<file path="src/rtl/uart_pkg.sv">
`default_nettype none
// ============================================================================
//  Module   : uart_pkg
//  Purpose  : Shared UART definitions: receiver FSM states and default frame
//             geometry, common to the receiver and the future transmitter.
//  Revision : 1.0 - initial release
// ============================================================================
package uart_pkg;

  // Default clock cycles per bit period (even, >= 4)
  localparam int DEF_CLK_DIV = 16;
  // Default data bits per frame
  localparam int DEF_WIDTH   = 8;

  // Receiver framing states
  typedef enum logic [2:0] {
    IDLE  = 3'd0,
    START = 3'd1,
    DATA  = 3'd2,
    STOP  = 3'd3,
    BREAK = 3'd4
  } uart_state_e;

endpackage : uart_pkg
`default_nettype wire

</file>
<file path="src/rtl/uart_rx_if.sv">
`default_nettype none
// ============================================================================
//  Module   : uart_rx_if
//  Purpose  : Consumer-side bundle of the UART receiver: received byte with a
//             valid/ready handshake plus framing-error and overrun pulses.
//  Revision : 1.0 - initial release
// ============================================================================
interface uart_rx_if
  import uart_pkg::*;
#(
  parameter int WIDTH = DEF_WIDTH
);

  logic [WIDTH-1:0] dout;       // last received byte, stable while valid=1
  logic             valid;      // dout holds an unconsumed byte
  logic             ready;      // consumer takes dout on valid&ready
  logic             frame_err;  // one-cycle pulse: stop bit sampled low
  logic             overrun;    // one-cycle pulse: good frame dropped

  // Receiver side drives the data and status
  modport master (
    output dout,
    output valid,
    output frame_err,
    output overrun,
    input  ready
  );

  // Consumer side drives ready
  modport slave (
    input  dout,
    input  valid,
    input  frame_err,
    input  overrun,
    output ready
  );

endinterface : uart_rx_if
`default_nettype wire

</file>
<file path="src/rtl/uart_sync.sv">
`default_nettype none
// ============================================================================
//  Module   : uart_sync
//  Purpose  : Two-flop synchronizer for an asynchronous single-bit input,
//             with a configurable value loaded by the asynchronous reset.
//  Revision : 1.0 - initial release
// ============================================================================
module uart_sync #(
  parameter logic RST_VAL = 1'b1
) (
  input  wire logic clk,
  input  wire logic rst,
  input  wire logic d_i,
  output logic      q_o
);

  logic meta_q;
  logic sync_q;

  // Two-stage capture of the asynchronous input
  always_ff @(posedge clk or posedge rst) begin
    if (rst) begin
      meta_q <= RST_VAL;
      sync_q <= RST_VAL;
    end else begin
      meta_q <= d_i;
      sync_q <= meta_q;
    end
  end

  assign q_o = sync_q;

endmodule : uart_sync
`default_nettype wire

</file>
<file path="src/rtl/uart_rx.sv">
`default_nettype none
// ============================================================================
//  Module   : uart_rx
//  Purpose  : UART receiver, 8N1-style framing (WIDTH data bits, LSB first),
//             mid-bit sampling with CLK_DIV clocks per bit, single-entry
//             output register with valid/ready handshake, framing-error and
//             overrun pulses.
//  Revision : 1.0 - initial release
// ============================================================================
module uart_rx
  import uart_pkg::*;
#(
  parameter int CLK_DIV = DEF_CLK_DIV,
  parameter int WIDTH   = DEF_WIDTH
) (
  input  wire logic  clk,
  input  wire logic  rst,
  input  wire logic  rxd,
  uart_rx_if.master  bus
);

  localparam int TICK_W = (CLK_DIV > 1) ? $clog2(CLK_DIV) : 1;
  localparam int BIT_W  = (WIDTH > 1)   ? $clog2(WIDTH)   : 1;

  localparam logic [TICK_W-1:0] TICK_HALF = TICK_W'(CLK_DIV/2 - 1);
  localparam logic [TICK_W-1:0] TICK_LAST = TICK_W'(CLK_DIV - 1);
  localparam logic [BIT_W-1:0]  BIT_LAST  = BIT_W'(WIDTH - 1);

  logic              rxs;

  uart_state_e       state_q, state_d;
  logic [TICK_W-1:0] tick_q,  tick_d;
  logic [BIT_W-1:0]  bit_q,   bit_d;
  logic [WIDTH-1:0]  shift_q, shift_d;
  logic              done_q,  done_d;   // good stop bit seen at last edge
  logic              ferr_q,  ferr_d;   // bad stop bit seen at last edge

  logic [WIDTH-1:0]  dout_q;
  logic              valid_q;
  logic              ovr_q;

  // Idle-high line: the synchronizer resets to 1 so reset never looks like a start bit
  uart_sync #(
    .RST_VAL (1'b1)
  ) u_sync (
    .clk (clk),
    .rst (rst),
    .d_i (rxd),
    .q_o (rxs)
  );

  // Framing state, counters and shift register
  always_ff @(posedge clk or posedge rst) begin
    if (rst) begin
      state_q <= IDLE;
      tick_q  <= '0;
      bit_q   <= '0;
      shift_q <= '0;
      done_q  <= 1'b0;
      ferr_q  <= 1'b0;
    end else begin
      state_q <= state_d;
      tick_q  <= tick_d;
      bit_q   <= bit_d;
      shift_q <= shift_d;
      done_q  <= done_d;
      ferr_q  <= ferr_d;
    end
  end

  // Next-state logic: start validation, data shifting and stop-bit check
  always_comb begin
    state_d = state_q;
    tick_d  = tick_q + TICK_W'(1);
    bit_d   = bit_q;
    shift_d = shift_q;
    done_d  = 1'b0;
    ferr_d  = 1'b0;

    unique case (state_q)
      IDLE: begin
        tick_d = '0;
        if (!rxs) begin
          // The detecting edge itself is tick 0, so the counter reads 1 at
          // the following edge and the start sample lands on CLK_DIV/2-1.
          state_d = START;
          tick_d  = TICK_W'(1);
        end
      end

      START: begin
        if (tick_q == TICK_HALF) begin
          tick_d = '0;
          if (rxs) begin
            state_d = IDLE;       // glitch, not a start bit
          end else begin
            state_d = DATA;
            bit_d   = '0;
          end
        end
      end

      DATA: begin
        if (tick_q == TICK_LAST) begin
          tick_d             = '0;
          shift_d            = shift_q >> 1;
          shift_d[WIDTH-1]   = rxs;   // LSB arrives first, ends up at bit 0
          if (bit_q == BIT_LAST) begin
            state_d = STOP;
            bit_d   = '0;
          end else begin
            bit_d   = bit_q + BIT_W'(1);
          end
        end
      end

      STOP: begin
        if (tick_q == TICK_LAST) begin
          tick_d = '0;
          if (rxs) begin
            state_d = IDLE;
            done_d  = 1'b1;
          end else begin
            state_d = BREAK;
            ferr_d  = 1'b1;
          end
        end
      end

      BREAK: begin
        tick_d = '0;
        if (rxs) begin
          state_d = IDLE;
        end
      end

      default: begin
        state_d = IDLE;
        tick_d  = '0;
      end
    endcase
  end

  // Output register: load a completed byte, flag overrun, or retire on handshake
  always_ff @(posedge clk or posedge rst) begin
    if (rst) begin
      dout_q  <= '0;
      valid_q <= 1'b0;
      ovr_q   <= 1'b0;
    end else begin
      ovr_q <= 1'b0;
      if (done_q) begin
        if (!valid_q || bus.ready) begin
          dout_q  <= shift_q;
          valid_q <= 1'b1;
        end else begin
          ovr_q   <= 1'b1;        // consumer stalled: keep old byte, drop new
        end
      end else if (valid_q && bus.ready) begin
        valid_q <= 1'b0;
      end
    end
  end

  assign bus.dout      = dout_q;
  assign bus.valid     = valid_q;
  assign bus.frame_err = ferr_q;
  assign bus.overrun   = ovr_q;

endmodule : uart_rx
`default_nettype wire

</file>
<file path="src/flat_wrapper.sv">
// flat-port wrapper written by rule: the top's interface ports become plain ports
module uart_rx_flat import uart_pkg::*;
#(
  parameter int CLK_DIV = DEF_CLK_DIV,
  parameter int WIDTH   = DEF_WIDTH
)
  (clk, rst, rxd, bus_dout, bus_valid, bus_frame_err, bus_overrun, bus_ready);
  uart_rx_if #(.WIDTH(WIDTH)) bus_i ();
  input  wire logic clk;
  input  wire logic rst;
  input  wire logic rxd;
  output wire logic [$bits(bus_i.dout)-1:0] bus_dout;
  output wire logic [$bits(bus_i.valid)-1:0] bus_valid;
  output wire logic [$bits(bus_i.frame_err)-1:0] bus_frame_err;
  output wire logic [$bits(bus_i.overrun)-1:0] bus_overrun;
  input wire logic [$bits(bus_i.ready)-1:0] bus_ready;
  assign bus_dout = bus_i.dout;
  assign bus_valid = bus_i.valid;
  assign bus_frame_err = bus_i.frame_err;
  assign bus_overrun = bus_i.overrun;
  assign bus_i.ready = bus_ready;
  uart_rx #(.CLK_DIV(CLK_DIV), .WIDTH(WIDTH)) u_core (.clk(clk), .rst(rst), .rxd(rxd), .bus(bus_i));
endmodule
</file>
<file path="config.mk">
export PLATFORM = sky130hd
export DESIGN_NAME = uart_rx_flat
export DESIGN_NICKNAME = d
export VERILOG_FILES = /design/src/rtl/uart_pkg.sv /design/src/rtl/uart_rx_if.sv /design/src/rtl/uart_sync.sv /design/src/rtl/uart_rx.sv /design/src/flat_wrapper.sv
export SDC_FILE = /design/constraint.sdc
export NUM_CORES = 1
export LEC_CHECK = 0
export CAP_MARGIN = 20
export CORE_MARGIN = 2
export CORE_UTILIZATION = 48
export CTS_BUF_LIST = sky130_fd_sc_hd__clkbuf_8
export DETAILED_ROUTE_END_ITERATION = 6
export PLACE_DENSITY = 0.7
export SYNTH_ARGS = -nofsm -noshare
export SYNTH_HDL_FRONTEND = slang
export SYNTH_HIERARCHICAL = 1
export SYNTH_SLANG_ARGS = --single-unit
</file>
<file path="constraint.sdc">
create_clock -name clk -period 2.24 [get_ports clk]
set_input_delay 0.224 -clock clk [delete_from_list [all_inputs] [get_ports clk]]
set_output_delay 0.224 -clock clk [all_outputs]
set_load 0.02 [all_outputs]
</file>
==> results.sh <==
export IMPL_maxCapViolCount=0
export IMPL_numPortBuffers=14
export IMPL_grt_start_max_net_pins=31
export IMPL_core_rowCount=19
export IMPL_area_delta_synth_final_pct=19.2
export IMPL_tns_ns=0
export IMPL_synth_distinct_cells=34
export IMPL_fmax_mhz=576
export IMPL_dieWidth_um=57.3
export IMPL_crit_start="u_core/tick_q[0]$_DFF_PP0_"
export IMPL_maxSlewHeadroom=0.755
export IMPL_synth_ff_type="dfrtp_1"
export IMPL_crit_arrival_ns=1.90
export IMPL_numCtsBuffers=5
export IMPL_start_util=0.499
export IMPL_grt_overflow_total=0
export IMPL_critical_path_max_fanout=6
export IMPL_clk_latency_ns=0.28
export IMPL_layout_common_cells="30 x dfrtp_1, 16 x mux2_2, 14 x clkdlybuf4s50_1"
export IMPL_powerDensity_nw_per_um2=941
export IMPL_grt_pass1_vias=908
export IMPL_status="finished clean"
export IMPL_tightest_slew_ns=0.368
export IMPL_place_inst=145
export IMPL_hpwl_um=1550
export IMPL_cp_depth=4
export IMPL_io_pin_count=15
export IMPL_final_nets=128
export IMPL_setup_violations=0
export IMPL_dpl_cell_area_sq_um=1520
export IMPL_ys_seq_area_frac=0.588
export IMPL_cts_max_level=2
export IMPL_ff2ff_path_depth=4
export IMPL_fin_area_sq_um=1630
export IMPL_fin_crit_ns=1.74
export IMPL_drv_slew=0
export IMPL_cts_resized=0
export IMPL_critPathLaunchType="register"
export IMPL_wl_um=2160
export IMPL_period_share=0.775
export IMPL_drc=0
export IMPL_fin_cells=153
export IMPL_critical_path_class="reg2reg"
export IMPL_synthCells=103
export IMPL_dr_pass1_iters=4
export IMPL_hold_class="in2async"
export IMPL_hold_viol=0
export IMPL_track_usage=0.160
export IMPL_yosysWarnings=6
export IMPL_end_kind="register"
export IMPL_cp_slowest_stage_delay_ns=0.40
export IMPL_r2r_end="u_core/bit_q[1]$_DFFE_PP0P_"
export IMPL_post_route_util=0.595
export IMPL_cts_hold_buf=0
export IMPL_synthesis_area_sq_um=1370
export IMPL_worst_path_buf_inv=0
export IMPL_routabilityCongestion=0.832
export IMPL_drt_iter0_drc=14
export IMPL_final_common_cell="dfrtp_1"
export IMPL_reg2reg_setup_slack_ns=0.50
export IMPL_vias=836
export IMPL_endpoint="u_core/bit_q[1]$_DFFE_PP0P_"
export IMPL_fin_hold_ws_ns=0.291
export IMPL_timing_rr_start="u_core/tick_q[0]$_DFF_PP0_"
export IMPL_crit_required_ns=2.40
export IMPL_crit_slowest_cell="dfrtp_1"
export IMPL_coreArea_sq_um=2730
export IMPL_cts_sinks=32
export IMPL_cts_tree="yes"
export IMPL_die_area_sq_um=3290
export IMPL_path_cells="ha_1 > and4_1 > a22oi_2 > mux2_4"
export IMPL_avgSynthCellArea_sq_um=13.3
export IMPL_viasPerCell=5.46
export IMPL_async_flop_share=1.00
export IMPL_drive_above_1_share=0.270
export IMPL_root_buffer="clkbuf_8"
export IMPL_antenna_left=0
export IMPL_postCtsSetupBuffers=0
export IMPL_syn_nets=110
export IMPL_wl_per_cell_um=14.1
export IMPL_grt_setup_unrepaired="false"
export IMPL_grt_pass1_wl_um=3880
export IMPL_fp_dieH_um=57.3
export IMPL_ys_ff_latch=32
export IMPL_ir_drop_uv=712
export IMPL_synth_enable_flop_cells=0
export IMPL_antenna_cells=0
export IMPL_leakage_nw=0.788
export IMPL_cts_max_path_buffers=2
export IMPL_crit_family="flip-flops"
export IMPL_path_clk_slew_ns=0.07
export IMPL_grt_antenna_before_repair=0
export IMPL_finClkSkew_ns=0.00398
## report_power, final
part | switching (mW) | internal, mW
Clock | 0.209 | 0.329
Sequential | 0.0929 | 0.648
Combinational | 0.121 | 0.133
Total | 0.422 | 1.11
## layout make-up
class,instances,area (sq um)
clock buffers,5,68.8
clock inverters,3,42.5
fillers,219,1110
inverters,4,15.0
multi-input cells,63,512
flip-flops and latches,32,803
well taps,31,38.8
repair buffers,15,148
## sequential cells by signal, summed over array words and instances, names as in the netlist
signal / flops
u_core/bus.dout: 8
u_core/shift_q: 8
u_core/tick_q: 4
u_core/bit_q: 3
u_core/state_q: 3
u_core/bus.frame_err: 1
u_core/bus.overrun: 1
u_core/bus.valid: 1
u_core/done_q: 1
u_core/u_sync/meta_q: 1
u_core/u_sync/q_o: 1
## worst reg2reg max path, cell delays in order (launching register included)
cell and delay (ns):
dfrtp_1 0.40, ha_1 0.27, and4_1 0.32, a22oi_2 0.30, mux2_4 0.32
## cells in the mapped netlist (2+ instances only)
library cell	number	area share
nand3_1	2	0.0073
nor2_1	6	0.016
a211oi_1	2	0.011
nor3_1	3	0.011
or3_1	2	0.0092
o21ba_2	2	0.015
ha_1	3	0.028
nand2_1	4	0.011
inv_1	4	0.011
dfstp_2	2	0.038
mux2_2	16	0.13
dfrtp_1	30	0.55
buf_6	2	0.016
nor3b_1	2	0.011
a21oi_1	4	0.015
## worst min-delay path by stage
stage / start / to / slack [ns] / depth (start not counted)
2_1_floorplan: rst / u_core/u_sync/meta_q$_DFF_PP1_ / 0.14 / 1
6_report: rst / u_core/u_sync/q_o$_DFF_PP1_ / 0.29 / 2
5_1_grt: rst / u_core/u_sync/q_o$_DFF_PP1_ / 0.32 / 2
3_5_place_dp: u_core/u_sync/meta_q$_DFF_PP1_ / u_core/u_sync/q_o$_DFF_PP1_ / 0.35 / 0
4_1_cts: rst / u_core/u_sync/q_o$_DFF_PP1_ / 0.28 / 2
3_3_place_gp: u_core/u_sync/meta_q$_DFF_PP1_ / u_core/u_sync/q_o$_DFF_PP1_ / 0.35 / 0
## per-stage QoR
stage               power (mW)  worst slack, ns
CTS                       1.55            0.516
finish                    1.53            0.504
global placement         0.995            0.603
global route              1.62            0.453
floorplan                0.967            0.625
detailed placement        1.01            0.525
## kinds of logic (layout without fill, tap and decap cells)
logic type                 Yosys count  after routing  synth area share
muxes                               17             17             0.143
and+or+nand+nor                     29             29             0.125
adders and majority gates            3              3            0.0275
buffers and inverters                8             27            0.0367
xor gates and xnor gates             2              2            0.0128
AOI/OAI and AO/OA                   12             12            0.0669
DFF                                 32             32             0.588
## routing by layer
| metal | share of wire | track usage |
|---|---|---|
| met5 | 0 | 0 |
| met3 | 0.041 | 0.0476 |
| met4 | 0.0060 | 0.0797 |
| met1 | 0.44 | 0.169 |
| met2 | 0.52 | 0.289 |
Power figures use the tool's default switching activity.
